==> config.mk <==
export PLATFORM = sky130hd
export DESIGN_NAME = fft_r4_16p_reorder
export DESIGN_NICKNAME = d
export VERILOG_FILES = /design/src/rtl/fft_r4_pkg.sv /design/src/rtl/fft_reorder_bank.sv /design/src/rtl/fft_r4_16p_reorder.sv
export SDC_FILE = /design/constraint.sdc
export NUM_CORES = 2
export LEC_CHECK = 0
export ABC_CLOCK_PERIOD_IN_PS = 2500
export BUFFER_PORTS_ARGS = -buffer_cell sky130_fd_sc_hd__buf_2
export CORE_ASPECT_RATIO = 1.25
export CORE_MARGIN = 3
export CORE_UTILIZATION = 40
export DETAILED_ROUTE_END_ITERATION = 10
export PLACE_DENSITY = 0.65
export SETUP_SLACK_MARGIN = 0.02
export SYNTH_ARGS = -nofsm -noshare
export SYNTH_HDL_FRONTEND = slang
export SYNTH_SLANG_ARGS = --single-unit
export TNS_END_PERCENT = 5
==> constraint.sdc <==
create_clock -name clk -period 2.5 [get_ports clk]
set_input_delay 0.25 -clock clk [delete_from_list [all_inputs] [get_ports clk]]
set_output_delay 0.25 -clock clk [all_outputs]
set_load 0.02 [all_outputs]
==> src/rtl/fft_r4_pkg.sv <==
// Shared constants, write-FSM state type and digit-reversal helper
// for the 16-point radix-4 FFT output reorder path.
package fft_r4_pkg;

   localparam int N_POINTS = 16;
   localparam int RADIX    = 4;
   localparam int N_GROUPS = 4;
   localparam int DATA_W   = 32;

   typedef enum logic {
      WAIT_SYNC = 1'b0,
      FILL      = 1'b1
   } wr_state_t;

   // Arrival slot {grp,lane} maps to natural bin {lane,grp}
   function automatic logic [3:0] digit_rev4(input logic [3:0] k);
      return {k[1:0], k[3:2]};
   endfunction

endpackage

==> src/rtl/fft_reorder_bank.sv <==
// One 16-entry complex bank: 4-wide group write at digit-reversed
// addresses, 1-wide natural-order indexed read.
module fft_reorder_bank
   import fft_r4_pkg::*;
#(
   parameter int DATA_W = fft_r4_pkg::DATA_W
) (
   input  logic                          clk,
   input  logic                          reset,
   input  logic                          wr_en,
   input  logic [1:0]                    wr_grp,
   input  logic [RADIX-1:0][DATA_W-1:0]  wr_real,
   input  logic [RADIX-1:0][DATA_W-1:0]  wr_im,
   input  logic [3:0]                    rd_idx,
   output logic [DATA_W-1:0]             rd_real,
   output logic [DATA_W-1:0]             rd_im
);

   logic [DATA_W-1:0] mem_re [N_POINTS];
   logic [DATA_W-1:0] mem_im [N_POINTS];

   always_ff @(posedge clk or negedge reset) begin
      if (!reset) begin
         for (int i = 0; i < N_POINTS; i++) begin
            mem_re[i] <= '0;
            mem_im[i] <= '0;
         end
      end else if (wr_en) begin
         for (int l = 0; l < RADIX; l++) begin
            mem_re[digit_rev4({wr_grp, 2'(l)})] <= wr_real[l];
            mem_im[digit_rev4({wr_grp, 2'(l)})] <= wr_im[l];
         end
      end
   end

   assign rd_real = mem_re[rd_idx];
   assign rd_im   = mem_im[rd_idx];

endmodule

==> src/rtl/fft_r4_16p_reorder.sv <==
// Ping-pong reorder buffer: digit-reversed 4-lane groups in, natural-order
// serial bins out. FFT_REORDER_DROP_CNT_EN adds a saturating drop counter.
module fft_r4_16p_reorder
   import fft_r4_pkg::*;
#(
   parameter int DATA_W = fft_r4_pkg::DATA_W
) (
   input  logic              clk,
   input  logic              reset,
   input  logic              in_valid,
   input  logic              in_first,
   input  logic [DATA_W-1:0] in_0_real,
   input  logic [DATA_W-1:0] in_0_im,
   input  logic [DATA_W-1:0] in_1_real,
   input  logic [DATA_W-1:0] in_1_im,
   input  logic [DATA_W-1:0] in_2_real,
   input  logic [DATA_W-1:0] in_2_im,
   input  logic [DATA_W-1:0] in_3_real,
   input  logic [DATA_W-1:0] in_3_im,
   output logic              in_ready,
   output logic              out_valid,
   input  logic              out_ready,
   output logic [DATA_W-1:0] out_real,
   output logic [DATA_W-1:0] out_im,
   output logic [3:0]        out_index,
   output logic              out_last
`ifdef FFT_REORDER_DROP_CNT_EN
   ,
   output logic [15:0]       drop_cnt
`endif
);

   wr_state_t  state_q, state_d;
   logic       wr_bank_q, wr_bank_d;
   logic [1:0] wr_grp_q, wr_grp_d;
   logic [1:0] wr_addr_grp;
   logic       wr_en;
   logic       set_full;
   logic [1:0] full_q, full_d;
   logic       rd_bank_q;
   logic [3:0] rd_idx_q;
   logic       acc, drop;
   logic       rd_xfer, rd_done;

   logic [RADIX-1:0][DATA_W-1:0] grp_re, grp_im;
   logic [DATA_W-1:0]            b_re [2];
   logic [DATA_W-1:0]            b_im [2];

   assign grp_re = {in_3_real, in_2_real, in_1_real, in_0_real};
   assign grp_im = {in_3_im, in_2_im, in_1_im, in_0_im};

   assign in_ready = !full_q[wr_bank_q];
   assign acc      = in_valid && in_ready;
   assign drop     = in_valid && !in_ready;

   always_comb begin
      state_d     = state_q;
      wr_bank_d   = wr_bank_q;
      wr_grp_d    = wr_grp_q;
      wr_addr_grp = wr_grp_q;
      wr_en       = 1'b0;
      set_full    = 1'b0;
      unique case (state_q)
         WAIT_SYNC: begin
            if (acc && in_first) begin
               wr_en       = 1'b1;
               wr_addr_grp = 2'd0;
               wr_grp_d    = 2'd1;
               state_d     = FILL;
            end
         end
         FILL: begin
            if (drop) begin
               wr_grp_d = 2'd0;
               state_d  = WAIT_SYNC;
            end else if (acc) begin
               wr_en = 1'b1;
               if (in_first) begin
                  // Restart: stale groups get overwritten by the new frame
                  wr_addr_grp = 2'd0;
                  wr_grp_d    = 2'd1;
               end else if (wr_grp_q == 2'd3) begin
                  set_full  = 1'b1;
                  wr_bank_d = !wr_bank_q;
                  wr_grp_d  = 2'd0;
                  state_d   = WAIT_SYNC;
               end else begin
                  wr_grp_d = wr_grp_q + 2'd1;
               end
            end
         end
         default: state_d = WAIT_SYNC;
      endcase
   end

   assign rd_xfer = out_valid && out_ready;
   assign rd_done = rd_xfer && (rd_idx_q == 4'hF);

   // Set and clear always address different banks
   always_comb begin
      full_d = full_q;
      if (rd_done)
         full_d[rd_bank_q] = 1'b0;
      if (set_full)
         full_d[wr_bank_q] = 1'b1;
   end

   always_ff @(posedge clk or negedge reset) begin
      if (!reset) begin
         state_q   <= WAIT_SYNC;
         wr_bank_q <= 1'b0;
         wr_grp_q  <= 2'd0;
         full_q    <= 2'b00;
      end else begin
         state_q   <= state_d;
         wr_bank_q <= wr_bank_d;
         wr_grp_q  <= wr_grp_d;
         full_q    <= full_d;
      end
   end

   always_ff @(posedge clk or negedge reset) begin
      if (!reset) begin
         rd_bank_q <= 1'b0;
         rd_idx_q  <= 4'd0;
      end else if (rd_xfer) begin
         rd_idx_q <= rd_idx_q + 4'd1;
         if (rd_done)
            rd_bank_q <= !rd_bank_q;
      end
   end

   for (genvar b = 0; b < 2; b++) begin : g_bank
      fft_reorder_bank #(
         .DATA_W (DATA_W)
      ) u_bank (
         .clk     (clk),
         .reset   (reset),
         .wr_en   (wr_en && (wr_bank_q == 1'(b))),
         .wr_grp  (wr_addr_grp),
         .wr_real (grp_re),
         .wr_im   (grp_im),
         .rd_idx  (rd_idx_q),
         .rd_real (b_re[b]),
         .rd_im   (b_im[b])
      );
   end

   assign out_valid = full_q[rd_bank_q];
   assign out_real  = b_re[rd_bank_q];
   assign out_im    = b_im[rd_bank_q];
   assign out_index = rd_idx_q;
   assign out_last  = out_valid && (rd_idx_q == 4'hF);

`ifdef FFT_REORDER_DROP_CNT_EN
   always_ff @(posedge clk or negedge reset) begin
      if (!reset)
         drop_cnt <= 16'd0;
      else if (drop && (drop_cnt != 16'hFFFF))
         drop_cnt <= drop_cnt + 16'd1;
   end
`endif

endmodule

### Yosys cells after proc, flatten, opt, wreduce, memory -nomap -nowiden

Index checks and enable logic that the tools add are counted.

* bits in registers: 2059
* latch bits: 0
* bits in writable memories: 0
* ROM bits: 0
* bits of input ports: 261
* output and inout bits: 71
* logic and storage cells: 200
* memories: 0

* $add $sub $neg: 2
* multiply operators: 0
* div/mod/pow operators: 0
* order comparisons: 14
* equal/unequal tests: 4
* shift operators: 0
* muxes and demuxes: 77
* bitwise logic cells: 13
* reductions and logical operators: 20

Operators by type and width (number)
* bitwise mux 512 bit: 16
* two-way mux 32 bit: 18
* binary-select mux 32 bit (select 4 bit): 4
* demux 32 bit (select 4 bit): 4
* greater-or-equal comparator 5 bit (second input constant): 5
* two-way mux 2 bit: 11
* < comparator 5 x 1 -> 1 bit (second input constant): 4
* two-way mux 1 bit: 18
* NOT 4 -> 5 bit: 3
* logical AND 1 bit: 14
* one-hot mux 2 bit (2 select lines): 2
* NOT 2 -> 5 bit: 1
* NOT 3 -> 5 bit: 1
* AND reduction 5 bit: 1
* adder 4 x 1 -> 4 bit (second input constant): 1
* equality test 4 bit (second input constant): 1
* < comparator 1 x 2 -> 1 bit (second input constant): 2
* NOT 1 bit: 4
* one-hot mux 1 bit (2 select lines): 2
* AND reduction 2 bit: 2
* zero test 1 bit: 3
* inequality test 3 x 1 -> 1 bit (second input constant): 1
* adder 2 x 1 -> 2 bit (second input constant): 1
* AND 2 bit: 1
* other kinds (8): 10

### Longest topological paths before layout

* depth after elaboration: 16
* depth in mapped cells: 8
* depth with buffers taken out: 4

### By module

From an unflattened synthesis, not the netlist that was laid out.

* cells, all modules: 5528
* area total of the unflattened synthesis: 91689.2 um^2

By module, submodules not included
* fft_reorder_bank: instances 2, cells each 2700, area each 45175.8 um^2, sequential area each 25624.6 um^2
* fft_r4_16p_reorder: instances 1, cells each 128, area each 1337.5 um^2, sequential area each 275.3 um^2

### Worst setup path after synthesis

No wires, ideal clock.

* path type: register to output
* start: reg rd_idx_q[1], in the netlist out_index[1]
* end: out out_im[0]
* arrival: 2366 ps
* data required time: 2250 ps
* path slack: -116 ps
* stages on the path, launching flop included: 9
* path buffers: 4
* path through: dfrtp_1 -> buf_2 -> buf_2 -> clkbuf_1 -> buf_1 -> mux2i_1 -> a22oi_1 -> nand4_1 -> nor2_1

* word-level cells in the longest chain between the ends: 7
* elaborated cells on any way between the ends: 10
* classes of those cells: mux: 9; bitwise: 1

RTL lines
* start: declaration: line fft_r4_16p_reorder.sv:41 `logic [3:0] rd_idx_q;`
* start signal: assignment: line fft_r4_16p_reorder.sv:127 `rd_idx_q <= rd_idx_q + 4'd1;`
* NOT 4 -> 5 bit (not written as such) (*): line fft_reorder_bank.sv:37 `assign rd_im = mem_im[rd_idx];`
* binary-select mux 32 bit (select 4 bit): line fft_reorder_bank.sv:37
* two-way mux 32 bit (not written as such) (2 in series): line fft_reorder_bank.sv:37
* two-way mux 32 bit (not written as such) (*) (3 in series): line fft_r4_16p_reorder.sv:151 `assign out_im = b_im[rd_bank_q];`
* end: declaration: line fft_r4_16p_reorder.sv:24 `output logic [DATA_W-1:0] out_im,`

Every way passes the cells marked *; elsewhere a longest branch is shown, timed or not. The select of a mux whose other input is x is not followed.

### Worst setup path in the final report

* start: reg rd_idx_q[1], in the netlist out_index[1]
* end: out out_real[25]

* word-level cells in the longest chain between the ends: 7
* elaborated cells on any way between the ends: 10
* classes of those cells: mux: 9; bitwise: 1

RTL lines
* NOT 4 -> 5 bit (not written as such) (*): line fft_reorder_bank.sv:36 `assign rd_real = mem_re[rd_idx];`
* binary-select mux 32 bit (select 4 bit): line fft_reorder_bank.sv:36
* two-way mux 32 bit (not written as such) (2 in series): line fft_reorder_bank.sv:36
* two-way mux 32 bit (not written as such) (*) (3 in series): line fft_r4_16p_reorder.sv:150 `assign out_real = b_re[rd_bank_q];`
* end: declaration: line fft_r4_16p_reorder.sv:23 `output logic [DATA_W-1:0] out_real,`

Marked as above.

==> results by group <==
Finish
  – Register area: 51530 um^2
  – Final Non-Filler Cells: 10510
  – # nets final: 7496
  – P&R area growth vs syn: 23.83%
  – Share of cells above drive strength 1: 45.46%
  – Area of the multi-input gates: 40380 um^2
  – # fillers: 19600

STA
  – Final hold slack: 167.8 ps
  – RSZ-0062 raised after global routing: yes
  – Hold Fails Final Rpt: 0
  – Post-route clock period utilization: 133.6%
  – Fmax: 299.4 MHz
  – Rel. slew slack: 40.42%
  – Crit path time final: 3340 ps
  – # setup viols final: 74
  – Slew @ Worst Pin: 893.7 ps
  – Fin Clk Skew: 58.02 ps
  – Max Transition Viols Final: 0
  – Final setup margin: -839.7 ps

Synthesis
  – Syn_nets: 6623
  – Area contributors post-synth: dfrtp_1 (55%), mux2_2 (21%), mux2i_1 (11%), a22oi_1 (4.1%), mux2_4 (3.9%)
  – Syn avg cell area: 14.66 um^2
  – EDFF count, synth: 0
  – Yosys top cell area share: 55.26%
  – Synthesized instance count: 6360
  – Library cells used by synthesis: 39
  – Top cells by count, synth: dfrtp_1 (2059), mux2_2 (1779), mux2i_1 (1025)
  – Flops & latches, synth: 2059
  – Mapped cell area: 93240 um^2
  – Sequential area share after synthesis: 55.26%
  – Top-count cell post-synth: dfrtp_1
  – Main synth FF type: dfrtp_1
  – Post-synthesis async set-or-reset flop share: 100.0%
  – Ys Warns: 0
  – Yosys top cell by area: dfrtp_1

Clock tree
  – Worst-path clk slew: 70 ps
  – CTS tree: yes
  – Root buf cell: clkbuf_16
  – CTS Sinks: 2059
  – Num CTS Buffers: 216
  – Clk buf depth: 4
  – H-tree Lvls: 4
  – Clk Latency, worst-skew pair: 910 ps

Placed design
  – Post-DP HPWL: 171.7 mm
  – Dpl cells: 9714
  – DP Worst Slack: -179.3 ps
  – # port buffers: 331
  – Routability cong.: 0.8073

Floorplanning
  – Die W: 437.8 um
  – Die Y: 545.8 um
  – Core area: 231200 um^2
  – I/O pin count: 332
  – Starting Density: 40.33%
  – DIE AREA: 239000 um^2
  – Row count: 197

Routing
  – Vias per inst: 5.594
  – Pre-Repair DR Iteration Count: 6
  – WL final: 277.2 mm
  – Vias: 58760
  – ANT nets after route: 0
  – Drc violations: 0
  – Drt wl/cell: 26.39 um
  – Initial DRC count: 3810

Setup path
  – Crit-path max FO: 11
  – Startpoint Class: flip-flop
  – CP endpoint kind: primary output
  – WP data arrival: 3090 ps
  – Req. time, crit path: 2250 ps
  – Critical path class: reg -> out

Pwr
  – Worst vdd ir: 0.001192 V
  – Power Density: 1334 nW/um^2
  – LEAKAGE: 52.68 nW

Global routing
  – Largest net degree at the start of global routing: 140
  – Grt total ovfl: 0
  – First-pass GRT wire length: 408.5 mm
  – All-Layer GR Usage: 22.18%
  – Vias in the first global route: 63080
  – Initial antenna violation count: 44

Run
  – Maxcap violations: 0

Min path
  – Worst min path class: in -> async

Status
  – Failing checks: setup timing
  – Outcome: finished with violations
## area by class of cell
type                    count  area share [%]
diodes                     27         0.05852
well taps                3084           3.342
multi-input cells        3841           34.97
clock buffers             305           5.363
inverters                   1        0.003251
clock inverters            74          0.8409
repair buffers           1114           10.79
flip-flops and latches   2059           44.63
## path summary, 6_finish.rpt
check | slack (ps) | depth (start not counted) | startpoint | end
worst max register to register | -10 | 7 | wr_bank_q | g_bank[0].u_bank.mem_im[168]
max in group asynchronous | 1370 | 3 | reset | g_bank[0].u_bank.mem_im[197]
worst min-delay path | 170 | 3 | reset | g_bank[0].u_bank.mem_im[245]
worst min register to register | 490 | 1 | g_bank[1].u_bank.mem_im[24] | g_bank[1].u_bank.mem_im[24]
min in group clk | 250 | 3 | in_0_real[14] | g_bank[1].u_bank.mem_re[398]
worst max-delay path | -840 | 9 | out_index[1] | out_real[25]
## critical path, cell delays in order, from the launching register on
cell and delay (ps):
dfrtp_4 510, buf_12 150, buf_16 160, buf_12 170
buf_4 140, mux2i_1 110, a22oi_1 190, nand4_1 330
nor2_1 270, buf_4 180
## kinds of logic (layout without fill, tap and decap cells)
| group | Yosys count | count (layout) | share of synthesized area [%] |
|---|---|---|---|
| buffers and inverters | 460 | 1494 | 2.295 |
| xor gates and xnor gates | 5 | 5 | 0.04696 |
| other | 0 | 27 | 0 |
| adders and majority gates | 2 | 2 | 0.02683 |
| AOI/OAI and AO/OA | 521 | 521 | 4.181 |
| muxes | 3075 | 3075 | 36.73 |
| and+or+nand+nor | 238 | 238 | 1.465 |
| DFF | 2059 | 2059 | 55.26 |
## sequential cells by signal (all words and copies together), names as in the netlist
name	flops
g_bank.u_bank.mem_im	1024
g_bank.u_bank.mem_re	1024
out_index	4
full_q	2
wr_grp_q	2
rd_bank_q	1
state_q	1
wr_bank_q	1
## power by group
part           switching (W)  internal, W  total (W)
Sequential           0.00809       0.0492     0.0573
Combinational         0.0293       0.0346     0.0639
Clock                 0.0136       0.0193     0.0329
## metrics by stage
step / util [%] / setup TNS, ps / total power, W / cell area (um^2)
2_1_floorplan: - / -449.3 / 0.09454 / 93260
3_3_place_gp: 44.15 / -36900 / 0.1120 / 102100
3_5_place_dp: 44.15 / -31310 / 0.1143 / 102100
4_1_cts: 48.92 / -49930 / 0.1501 / 113100
5_1_grt: 49.92 / -56280 / 0.1621 / 115400
6_report: 49.94 / -45000 / 0.1540 / 115500
## routing by layer
metal	GRT usage [%]	vias to the layer above	share of wire [%]
li1	-	25430	-
met1	28.95	31490	42
met2	38.02	1369	50
met3	3.413	447	4.8
met4	6.455	22	2.9
met5	0	-	0.056
## placed cells by master (no fill, tap or decap), drive strengths merged, types with 3 or more instances in the layout
cell         instances
nor4bb               6
clkinvlp             5
nor2                67
and4b                4
xnor2                4
nor3                 3
mux2              2050
buf                821
mux2i             1025
nand2                8
dfrtp             2059
nor4b                5
inv                  9
bufbuf               3
a22oi              512
clkinv              41
clkbuf             334
bufinv              20
dlygate4sd3        261
diode               27
o21ai                5
nand4              129
## timing repair
action | 4_1_cts | 5_1_grt
hold buffers | 262 | 0
resized for setup | 170 | 236
pin swaps | 34 | 129
hold endpoints to repair | 3576 | 0
cloned | 9 | 34
endpoints found under the setup margin | 285 | 867
setup buffers | 25 | 59
No activity file was read; power rests on OpenSTA's default activity.
